`config.mk`:
```
export PLATFORM = sky130hd
export DESIGN_NAME = image_sender_flat
export DESIGN_NICKNAME = d
export VERILOG_FILES = /design/src/rtl/image_uart_pkg.sv /design/src/rtl/image_sender_if.sv /design/src/rtl/uart_tx_byte.sv /design/src/rtl/image_sender.sv /design/src/flat_wrapper.sv
export SDC_FILE = /design/constraint.sdc
export NUM_CORES = 1
export LEC_CHECK = 0
export BUFFER_PORTS_ARGS = -buffer_cell sky130_fd_sc_hd__buf_4
export CELL_PAD_IN_SITES_DETAIL_PLACEMENT = 0
export CELL_PAD_IN_SITES_GLOBAL_PLACEMENT = 1
export CORE_MARGIN = 1.5
export CORE_UTILIZATION = 37
export DETAILED_ROUTE_END_ITERATION = 6
export PLACE_DENSITY_LB_ADDON = 0.1
export SYNTH_ARGS = -nofsm -noshare
export SYNTH_HDL_FRONTEND = slang
export SYNTH_HIERARCHICAL = 1
export SYNTH_SLANG_ARGS = --single-unit
```
`constraint.sdc`:
```
create_clock -name avm_clk -period 4 [get_ports avm_clk]
set_input_delay 0.2 -clock avm_clk [delete_from_list [all_inputs] [get_ports avm_clk]]
set_output_delay 0.2 -clock avm_clk [all_outputs]
set_load 0.01 [all_outputs]
```
`src/rtl/image_uart_pkg.sv`:
```
// image_uart_pkg: UART register map and sender state encoding,
// shared by the UART image sender and the UART image loader.
package image_uart_pkg;

  localparam logic [4:0] RX_BASE     = 5'd0;
  localparam logic [4:0] TX_BASE     = 5'd4;
  localparam logic [4:0] STATUS_BASE = 5'd8;

  localparam int TX_OK_BIT = 6;
  localparam int RX_OK_BIT = 7;

  localparam int DEF_BYTE_COUNT = 12288;

  typedef enum logic [1:0] {
    S_IDLE,
    S_FETCH,
    S_POLL,
    S_WRITE
  } state_t;

endpackage

```
`src/rtl/image_sender_if.sv`:
```
// image_sender_if: Avalon-MM bus toward the UART core.
// master drives address/read/write/writedata; slave returns readdata/waitrequest.
interface image_sender_if;

  logic [4:0]  address;
  logic        read;
  logic        write;
  logic [31:0] writedata;
  logic [31:0] readdata;
  logic        waitrequest;

  modport master (
    output address, read, write, writedata,
    input  readdata, waitrequest
  );

  modport slave (
    input  address, read, write, writedata,
    output readdata, waitrequest
  );

endinterface

```
`src/rtl/uart_tx_byte.sv`:
```
// uart_tx_byte: polls UART status for TX space, then writes one byte.
// Ports: clk_i, rst_ni, go_i, byte_i in; tx_ok_o, ack_o, timeout_o pulses; avm master.
module uart_tx_byte
  import image_uart_pkg::*;
#(
  parameter int STATUS_TIMEOUT = 0
) (
  input  logic           clk_i,
  input  logic           rst_ni,
  input  logic           go_i,
  input  logic [7:0]     byte_i,
  output logic           tx_ok_o,
  output logic           ack_o,
  output logic           timeout_o,
  image_sender_if.master avm
);

  localparam int PW =
    (STATUS_TIMEOUT > 1) ? $clog2(STATUS_TIMEOUT) : 1;

  state_t        st_q, st_d;
  logic [PW-1:0] polls_q, polls_d;
  logic [4:0]    addr_q, addr_d;
  logic          rd_q, rd_d;
  logic          wr_q, wr_d;
  logic [31:0]   wdata_q, wdata_d;
  logic          rd_done, wr_done, last_poll;
  logic          unused_rd;

  assign unused_rd = ^avm.readdata;

  assign avm.address   = addr_q;
  assign avm.read      = rd_q;
  assign avm.write     = wr_q;
  assign avm.writedata = wdata_q;

  assign rd_done = rd_q && !avm.waitrequest;
  assign wr_done = wr_q && !avm.waitrequest;

  // polls_q counts failed polls already completed for this byte
  assign last_poll = (STATUS_TIMEOUT > 0) &&
    (int'(polls_q) == STATUS_TIMEOUT - 1);

  always_ff @(posedge clk_i) begin
    if (!rst_ni) begin
      st_q    <= S_IDLE;
      polls_q <= '0;
      addr_q  <= STATUS_BASE;
      rd_q    <= 1'b0;
      wr_q    <= 1'b0;
      wdata_q <= '0;
    end else begin
      st_q    <= st_d;
      polls_q <= polls_d;
      addr_q  <= addr_d;
      rd_q    <= rd_d;
      wr_q    <= wr_d;
      wdata_q <= wdata_d;
    end
  end

  always_comb begin
    st_d      = st_q;
    polls_d   = polls_q;
    addr_d    = addr_q;
    rd_d      = rd_q;
    wr_d      = wr_q;
    wdata_d   = wdata_q;
    tx_ok_o   = 1'b0;
    ack_o     = 1'b0;
    timeout_o = 1'b0;
    unique case (1'b1)
      st_q == S_POLL: begin
        if (rd_done && avm.readdata[TX_OK_BIT]) begin
          tx_ok_o = 1'b1;
          st_d    = S_WRITE;
          rd_d    = 1'b0;
          wr_d    = 1'b1;
          addr_d  = TX_BASE;
          wdata_d = {24'h0, byte_i};
        end else if (rd_done && last_poll) begin
          timeout_o = 1'b1;
          st_d      = S_IDLE;
          rd_d      = 1'b0;
          addr_d    = STATUS_BASE;
        end else if (rd_done) begin
          polls_d = polls_q + 1'b1;
        end
      end
      st_q == S_WRITE: begin
        if (wr_done) begin
          ack_o  = 1'b1;
          st_d   = S_IDLE;
          wr_d   = 1'b0;
          addr_d = STATUS_BASE;
        end
      end
      default: begin
        st_d = S_IDLE;
        if (go_i) begin
          st_d    = S_POLL;
          rd_d    = 1'b1;
          addr_d  = STATUS_BASE;
          polls_d = '0;
        end
      end
    endcase
  end

endmodule

```
`src/rtl/image_sender.sv`:
```
// image_sender: streams BYTE_COUNT source bytes to the UART TX register.
// Ports: avm_clk/avm_rst_n, start, in_* stream, avm bus, busy/done/error.
module image_sender
  import image_uart_pkg::*;
#(
  parameter int BYTE_COUNT     = DEF_BYTE_COUNT,
  parameter int STATUS_TIMEOUT = 0
) (
  input  logic           avm_clk,
  input  logic           avm_rst_n,
  input  logic           start,
  input  logic [7:0]     in_data,
  input  logic           in_valid,
  output logic           in_ready,
  image_sender_if.master avm,
  output logic           busy,
  output logic           done,
  output logic           error
);

  localparam int CW =
    (BYTE_COUNT > 1) ? $clog2(BYTE_COUNT) : 1;
  localparam logic [CW-1:0] LAST = CW'(BYTE_COUNT - 1);

  state_t        state_q, state_d;
  logic [CW-1:0] cnt_q, cnt_d;
  logic [7:0]    byte_q, byte_d;
  logic          done_q, done_d;
  logic          err_q, err_d;
  logic          go, tx_ok, ack, tmo;

  assign in_ready = (state_q == S_FETCH);
  assign busy     = (state_q != S_IDLE);
  assign done     = done_q;
  assign error    = err_q;
  assign go       = in_ready && in_valid;

  uart_tx_byte #(
    .STATUS_TIMEOUT(STATUS_TIMEOUT)
  ) u_tx (
    .clk_i    (avm_clk),
    .rst_ni   (avm_rst_n),
    .go_i     (go),
    .byte_i   (byte_q),
    .tx_ok_o  (tx_ok),
    .ack_o    (ack),
    .timeout_o(tmo),
    .avm      (avm)
  );

  always_ff @(posedge avm_clk) begin
    if (!avm_rst_n) begin
      state_q <= S_IDLE;
      cnt_q   <= '0;
      byte_q  <= '0;
      done_q  <= 1'b0;
      err_q   <= 1'b0;
    end else begin
      state_q <= state_d;
      cnt_q   <= cnt_d;
      byte_q  <= byte_d;
      done_q  <= done_d;
      err_q   <= err_d;
    end
  end

  always_comb begin
    state_d = state_q;
    cnt_d   = cnt_q;
    byte_d  = byte_q;
    done_d  = 1'b0;
    err_d   = 1'b0;
    unique case (1'b1)
      state_q == S_FETCH: begin
        if (in_valid) begin
          byte_d  = in_data;
          state_d = S_POLL;
        end
      end
      state_q == S_POLL: begin
        if (tx_ok) begin
          state_d = S_WRITE;
        end else if (tmo) begin
          state_d = S_IDLE;
          err_d   = 1'b1;
          cnt_d   = '0;
        end
      end
      state_q == S_WRITE: begin
        if (ack && cnt_q == LAST) begin
          state_d = S_IDLE;
          done_d  = 1'b1;
          cnt_d   = '0;
        end else if (ack) begin
          state_d = S_FETCH;
          cnt_d   = cnt_q + 1'b1;
        end
      end
      default: begin
        if (start) begin
          state_d = S_FETCH;
          cnt_d   = '0;
        end
      end
    endcase
  end

endmodule

```
`src/flat_wrapper.sv`:
```
// flat-port wrapper written by rule: the top's interface ports become plain ports
module image_sender_flat import image_uart_pkg::*;
#(
  parameter int BYTE_COUNT     = DEF_BYTE_COUNT,
  parameter int STATUS_TIMEOUT = 0
)
  (avm_clk, avm_rst_n, start, in_data, in_valid, in_ready, busy, done, error, avm_address, avm_read, avm_write, avm_writedata, avm_readdata, avm_waitrequest);
  image_sender_if avm_i ();
  input  logic avm_clk;
  input  logic avm_rst_n;
  input  logic start;
  input  logic [7:0] in_data;
  input  logic in_valid;
  output logic in_ready;
  output logic busy;
  output logic done;
  output logic error;
  output wire logic [$bits(avm_i.address)-1:0] avm_address;
  output wire logic [$bits(avm_i.read)-1:0] avm_read;
  output wire logic [$bits(avm_i.write)-1:0] avm_write;
  output wire logic [$bits(avm_i.writedata)-1:0] avm_writedata;
  input wire logic [$bits(avm_i.readdata)-1:0] avm_readdata;
  input wire logic [$bits(avm_i.waitrequest)-1:0] avm_waitrequest;
  assign avm_address = avm_i.address;
  assign avm_read = avm_i.read;
  assign avm_write = avm_i.write;
  assign avm_writedata = avm_i.writedata;
  assign avm_i.readdata = avm_readdata;
  assign avm_i.waitrequest = avm_waitrequest;
  image_sender #(.BYTE_COUNT(BYTE_COUNT), .STATUS_TIMEOUT(STATUS_TIMEOUT)) u_core (.avm_clk(avm_clk), .avm_rst_n(avm_rst_n), .start(start), .in_data(in_data), .in_valid(in_valid), .in_ready(in_ready), .avm(avm_i), .busy(busy), .done(done), .error(error));
endmodule
```
==> results of run 1 <==
worst max-delay path by stage:
stage,from,to,slack (ns)
finish,u_core/u_tx/st_q[1]$_SDFFE_PN0P_,u_core/cnt_q[8]$_SDFFE_PN0P_,1.53
global route,u_core/u_tx/st_q[1]$_SDFFE_PN0P_,u_core/cnt_q[8]$_SDFFE_PN0P_,1.27
CTS,u_core/u_tx/st_q[1]$_SDFFE_PN0P_,u_core/cnt_q[8]$_SDFFE_PN0P_,1.47
detailed placement,u_core/u_tx/st_q[1]$_SDFFE_PN0P_,u_core/cnt_q[8]$_SDFFE_PN0P_,1.52
global placement,u_core/u_tx/st_q[1]$_SDFFE_PN0P_,u_core/cnt_q[8]$_SDFFE_PN0P_,1.51
floorplan,u_core/u_tx/st_q[1]$_SDFFE_PN0P_,u_core/cnt_q[4]$_SDFFE_PN0P_,2.14
power groups by stage:
stage	Combinational, mW	Clock (mW)	Sequential (mW)
6_report	0.105	0.321	0.420
3_5_place_dp	0.105	0	0.429
2_1_floorplan	0.104	0	0.424
4_1_cts	0.106	0.336	0.420
3_3_place_gp	0.105	0	0.429
5_1_grt	0.118	0.350	0.422
cell usage after synthesis, drive strengths merged:
cell type / number / area (sq um)
and4bb: 1 / 12.5
or3: 2 / 12.5
o211ai: 2 / 15.0
a2111oi: 1 / 15.0
nand4b: 1 / 8.76
and3: 2 / 12.5
nor2: 10 / 53.8
a22oi: 1 / 12.5
o21a: 2 / 15.0
nand3b: 1 / 20.0
buf: 36 / 284
or4: 9 / 86.3
nor2b: 2 / 12.5
dfxtp: 40 / 801
mux2i: 10 / 100
and4: 3 / 28.8
ha: 1 / 12.5
o31a: 1 / 8.76
conb: 1 / 3.75
o32ai: 1 / 8.76
or2: 1 / 6.26
clkbuf: 5 / 18.8
nor4: 2 / 12.5
nand2b: 1 / 13.8
nor3: 6 / 35.0
and2: 3 / 18.8
nor3b: 2 / 20.0
inv: 7 / 26.3
o31ai: 10 / 75.1
nand2: 33 / 124
and4b: 1 / 10.0
or3b: 1 / 8.76
nand4: 4 / 25.0
a21boi: 1 / 7.51
a31oi: 2 / 12.5
nand3: 15 / 75.1
a21oi: 18 / 109
o21ai: 4 / 20.0
xnor2: 1 / 8.76
xor2: 1 / 8.76
and2b: 1 / 8.76
kinds of logic after synthesis:
kind of cell    synth area share (%)
simple gates                    27.9
buf+inv                         15.2
compound gates                  13.8
flops                           36.9
mux                             4.62
xor+xnor                       0.808
fa+ha+maj                      0.577
other cells                    0.173
worst max-delay path: stages (launching register included):
cell and delay, ns:
dfxtp_1 0.47, nand2b_4 0.11, nor2_1 0.22, nand4b_1 0.20
or4_1 0.56, a22oi_2 0.63, nor3_1 0.13
metal layers:
layer / global-route usage, % / vias up / share of wire [%] / wire (microns)
met5: 0 / - / 0 / 0
met4: 4.74 / 0 / 0.92 / 40
met3: 3.20 / 2 / 4.8 / 208
met2: 25.0 / 46 / 46 / 2030
met1: 18.4 / 781 / 48 / 2090
li1: - / 865 / - / -
through the flow:
stage          hold WS, ns  utilization, %
6_report             0.173            43.0
5_1_grt              0.171            43.0
4_1_cts              0.162            43.0
3_5_place_dp         0.449            41.1
3_3_place_gp         0.444            41.1
2_1_floorplan        0.347               -
flip-flops by register name, indices dropped and copies added, names as in the netlist, 2 cells and up:
name,cells
u_core/u_tx/st_q,2
u_core/u_tx/avm.writedata,8
u_core/state_q,2
u_core/u_tx/avm.address,2
u_core/cnt_q,14
u_core/byte_q,8
final cells by class:
type                    count  area, sq um  area share, %
multi-input cells         185         1140           47.5
flip-flops and latches     40          801           33.4
repair buffers             31          233           9.71
well taps                  72         90.1           3.76
clock buffers               6         72.6           3.03
clock inverters             2         35.0           1.46
inverters                   7         26.3           1.10
==> summary.md, run 1 <==
| Metric | Value |
|---|---|
| Sink Count | 40 |
| Max-slew violation count | 0 |
| Maxcap violations | 0 |
| Synthesis-to-layout area growth | 10.6% |
| Initial Utilization | 38.9% |
| Vias in the first global route | 1,627 |
| Max VDD drop | 0.176 mV |
| Via count | 1,694 |
| Row cnt | 27 |
| Reg2Reg Capture Point | u_core/cnt_q[8]$_SDFFE_PN0P_ |
| Detail Route Antenna Nets | 0 |
| Final global-route overflow total | 0 |
| CTS resizes | 0 |
| Fill count | 605 |
| Clk_lat worst skew | 0.28 ns |
| Die area | 6330 sq um |
| Power density over cell area | 353 nW/um^2 |
| Initial antenna violation count | 0 |
| Post-CTS Setup Bufs | 0 |
| Final WS setup | 1.53 ns |
| Pwr Total | 846 uW |
| Final-report hold violation count | 0 |
| Crit path arrival time | 2.60 ns |
| Post-CTS Hold Buffers | 0 |
| Final GP Congestion | 0.713 |
| CTS Buf Count | 5 |
| Setup TNS | 0 ns |
| Clock Path Buffers | 2 |
| Routed WL per cell | 12.7 microns |
| Reg2Reg Depth | 6 |
| Post-synthesis sequential area ratio | 36.9% |
| Cell Area, Synth | 2170 sq um |
| Worst Path Required | 4.13 ns |
| CTS tree | built |
| Fmax | 405 MHz |
| Design area | 2400 sq um |
| PortBufs | 29 |
| Crit. End Element | register |
| Post-route DRC | 0 |
| Area after DPL | 2290 sq um |
| Largest net degree at the start of global routing | 28 |
| Commonest non-fill, non-tap cell in the layout | dfxtp_1 |
| DP HPWL | 3.01 mm |
| Hold Crit Depth | 3 |
| Final layout net count | 316 |
| DRT Pass-1 Iters | 4 |
| Reg2reg start | u_core/u_tx/st_q[1]$_SDFFE_PN0P_ |
| Worst Hold Path EP | u_core/byte_q[0]$_SDFFE_PN0P_ |
| Worst-path clk slew | 0.08 ns |
| Most frequent cells in the layout | 40 x dfxtp_1, 33 x nand2_1, 31 x buf_4 |
| Period utilization | 61.7% |
| Die extent in y | 79.6 microns |
| Reg2reg setup slack | 1.53 ns |
| Ant diodes | 0 |
| Inst Count DP | 335 |
| Share of power burned in combinational logic | 12.5% |
| Layout Cells excl Fill | 343 |
| Switch share | 25.4% |
| Max FO, Critical Path | 13 |
| Vias per std cell | 4.94 |
| DRT iter0 DRCs | 47 |
| Warnings from Yosys | 6 |
| Lkg Pwr | 0.936 nW |
| Fin crit period | 2.47 ns |
| Slew margin rel. | 47.8% |
| H-tree Lvls | 2 |
| Clock power share | 37.9% |
| Hold_sp | in_data[0] |
| Die X | 79.6 microns |
| Worst setup SP type | register |
| Avg Cell Area, Syn | 8.81 sq um |
| Sw power | 215 uW |
| Yosys cell types | 50 |
| Pre-CTS setup slack | 1.52 ns |
| Internal | 631 uW |
| Skew final | 0.00663 ns |
| Final setup fails | 0 |
| Worst Tran Pin Value | 0.783 ns |
| Sequential share of power | 49.6% |
| RSZ-0062 raised after global routing | no |
| CORE AREA | 5570 sq um |
| Drt total wl | 4.36 mm |
| Top Ports | 88 |
| First-pass GRT wire length | 7.35 mm |
| Clock Tree Root | clkbuf_8 |
| Layout cell share with drive strength beyond 1 | 21.8% |
| Mapped Cells | 246 |
| Critical path class | register to register |
| Flops & latches, synth | 40 |
| Hold Crit Class | input pin to register |
| Tot GR Track Use | 14.7% |
| Outcome | finished clean |
Power figures use the tool's default switching activity.
==> run 2, diff against run 1 <==
--- a/config.mk
+++ b/config.mk
@@ -9,7 +9,7 @@
 export CELL_PAD_IN_SITES_DETAIL_PLACEMENT = 0
 export CELL_PAD_IN_SITES_GLOBAL_PLACEMENT = 1
 export CORE_MARGIN = 1.5
-export CORE_UTILIZATION = 37
+export CORE_UTILIZATION = 31
 export DETAILED_ROUTE_END_ITERATION = 6
 export PLACE_DENSITY_LB_ADDON = 0.1
 export SYNTH_ARGS = -nofsm -noshare
==> constraint.sdc (replaced) <==
create_clock -name avm_clk -period 2 [get_ports avm_clk]
set_input_delay 0.1 -clock avm_clk [delete_from_list [all_inputs] [get_ports avm_clk]]
set_output_delay 0.1 -clock avm_clk [all_outputs]
set_load 0.01 [all_outputs]
==> summary.md, run 2 (synthesized netlist as in run 1, its figures left out) <==
| Metric | Value |
|---|---|
| Vias per std cell | 4.70 |
| Worst setup SP type | register |
| Layout Cells excl Fill | 384 |
| Worst Path Required | 2.19 ns |
| Critical-path top delay cell | or3_1 |
| Drt total wl | 4.88 mm |
| Most frequent cells in the layout | 48 x buf_4, 39 x dfxtp_1, 33 x nand2_1 |
| Outcome | finished clean |
| Vias in the first global route | 1,573 |
| Final layout net count | 334 |
| Initial antenna violation count | 0 |
| Final GP Congestion | 0.751 |
| Crit. End Element | register |
| CORE AREA | 6790 sq um |
| Fin crit period | 1.85 ns |
| Final-report hold violation count | 0 |
| DRT Pass-1 Iters | 4 |
| First-pass GRT wire length | 7.69 mm |
| Post-route DRC | 0 |
| Final WS setup | 0.147 ns |
| Tot GR Track Use | 13.0% |
| Clock Tree Root | clkbuf_8 |
| Area of the multi-input gates | 1160 sq um |
| Synthesis-to-layout area growth | 17.6% |
| Critical path class | register to register |
| Hold Crit Depth | 3 |
| Post-CTS Setup Bufs | 0 |
| Final setup fails | 0 |
| Post-CTS Hold Buffers | 0 |
| Commonest non-fill, non-tap cell in the layout | buf_4 |
| Row cnt | 30 |
| Reg2reg start | u_core/u_tx/st_q[0]$_SDFFE_PN0P_ |
| Reg with most FFs | u_core/cnt_q |
| Fin Hold WS | 0.0602 ns |
| Worst Hold Path EP | u_core/byte_q[5]$_SDFFE_PN0P_ |
| Top Ports | 88 |
| Hold Crit Class | input pin to register |
| Worst-path clk slew | 0.08 ns |
| Worst path cell trace | nand2_1, nor2_1, and3_1, buf_4, or3_1, a2111oi_2 |
| Pre-CTS setup slack | -0.239 ns |
| Inst Count DP | 376 |
| Area after DPL | 2450 sq um |
| Largest net degree at the start of global routing | 28 |
| Sink Count | 40 |
| Detail Route Antenna Nets | 0 |
| Crit path arrival time | 2.04 ns |
| Number of flip-flops in the largest register | 14 |
| Die extent in y | 86.6 microns |
| Worst Tran Pin Value | 0.640 ns |
| CP delay by family, top | simple AND/OR/NAND/NOR gates |
| Slew margin rel. | 57.1% |
| Routed WL per cell | 12.7 microns |
| Fill count | 735 |
| Lkg Pwr | 1.01 nW |
| Final global-route overflow total | 0 |
| Clock Path Buffers | 2 |
| Skew final | 0.00621 ns |
| DRT iter0 DRCs | 62 |
| CTS tree | built |
| Reg2Reg Capture Point | u_core/state_q[1]$_SDFFE_PN0P_ |
| Power density over cell area | 635 nW/um^2 |
| Initial Utilization | 31.9% |
| Layout cell share with drive strength beyond 1 | 27.4% |
| Hold_sp | in_data[5] |
| H-tree Lvls | 2 |
| Fmax | 540 MHz |
| Period utilization | 92.7% |
| Max VDD drop | 0.220 mV |
| Max FO, Critical Path | 5 |
| Maxcap violations | 0 |
| PortBufs | 29 |
| DP HPWL | 3.32 mm |
| Via count | 1,803 |
| Final Core Density | 37.5% |
| Die area | 7510 sq um |
| Sequential cell area | 802 sq um |
| Design area | 2550 sq um |
| Max-slew violation count | 0 |
| Slowest Stage Delay on Critical Path | 0.49 ns |
| Ant diodes | 0 |
| Reg2Reg Depth | 6 |
| Reg2reg setup slack | 0.15 ns |
| Die X | 86.6 microns |
| RSZ-0062 raised after global routing | yes |
| Worst Path Buf+Inv | 1 |
| Clk_lat worst skew | 0.29 ns |
| CTS Buf Count | 5 |
[run 2: repair_timing]
action | CTS | global route
setup endpoints to repair | 14 | 13
resized for setup | 1 | 2
gates cloned | 0 | 1
pin swaps | 0 | 1
[run 2: routing by layer]
metal / global-route usage [%] / vias up / wire, microns
met5: 0 / - / 0
met4: 3.96 / 0 / 31
met3: 3.24 / 5 / 184
met2: 19.9 / 46 / 2200
met1: 18.1 / 842 / 2460
li1: - / 910 / -
[run 2: how the worst max path moves through the flow]
stage	from	endpoint	slack, ns	cells past startpoint
after floorplan	u_core/u_tx/st_q[1]$_SDFFE_PN0P_	u_core/cnt_q[4]$_SDFFE_PN0P_	0.14	7
after global placement	u_core/u_tx/st_q[0]$_SDFFE_PN0P_	u_core/cnt_q[8]$_SDFFE_PN0P_	-0.20	7
after detailed placement	u_core/u_tx/st_q[0]$_SDFFE_PN0P_	u_core/cnt_q[8]$_SDFFE_PN0P_	-0.24	7
after CTS	u_core/u_tx/st_q[0]$_SDFFE_PN0P_	u_core/cnt_q[8]$_SDFFE_PN0P_	0.05	7
after global routing	u_core/u_tx/st_q[0]$_SDFFE_PN0P_	u_core/cnt_q[9]$_SDFFE_PN0P_	-0.006	8
final	u_core/u_tx/st_q[0]$_SDFFE_PN0P_	u_core/state_q[1]$_SDFFE_PN0P_	0.15	6
[run 2: per-stage QoR]
step                setup TNS [ns]  power, mW
global placement             -1.72       1.10
detailed placement           -2.19       1.10
CTS                              0       1.64
floorplan                        0       1.06
finish                           0       1.62
global route              -0.00970       1.71
[run 2: final cells by class]
type / instances / area share (%)
multi-input combinational: 186 / 45.5
sequential: 40 / 31.5
clock buffer: 5 / 2.70
timing repair buffer: 48 / 14.1
clock inverter: 2 / 0.491
tap: 96 / 4.71
inverter: 7 / 1.03
[run 2: worst min-delay path, stage by stage]
cell and delay (ns):
buf_4 0.11, nand3_1 0.05, a21oi_1 0.05
[run 2: power by group]
| group | switching (mW) | total (mW) | internal (mW) |
|---|---|---|---|
| Combinational | 0.156 | 0.257 | 0.102 |
| Clock | 0.294 | 0.530 | 0.237 |
| Sequential | 0.0154 | 0.832 | 0.816 |
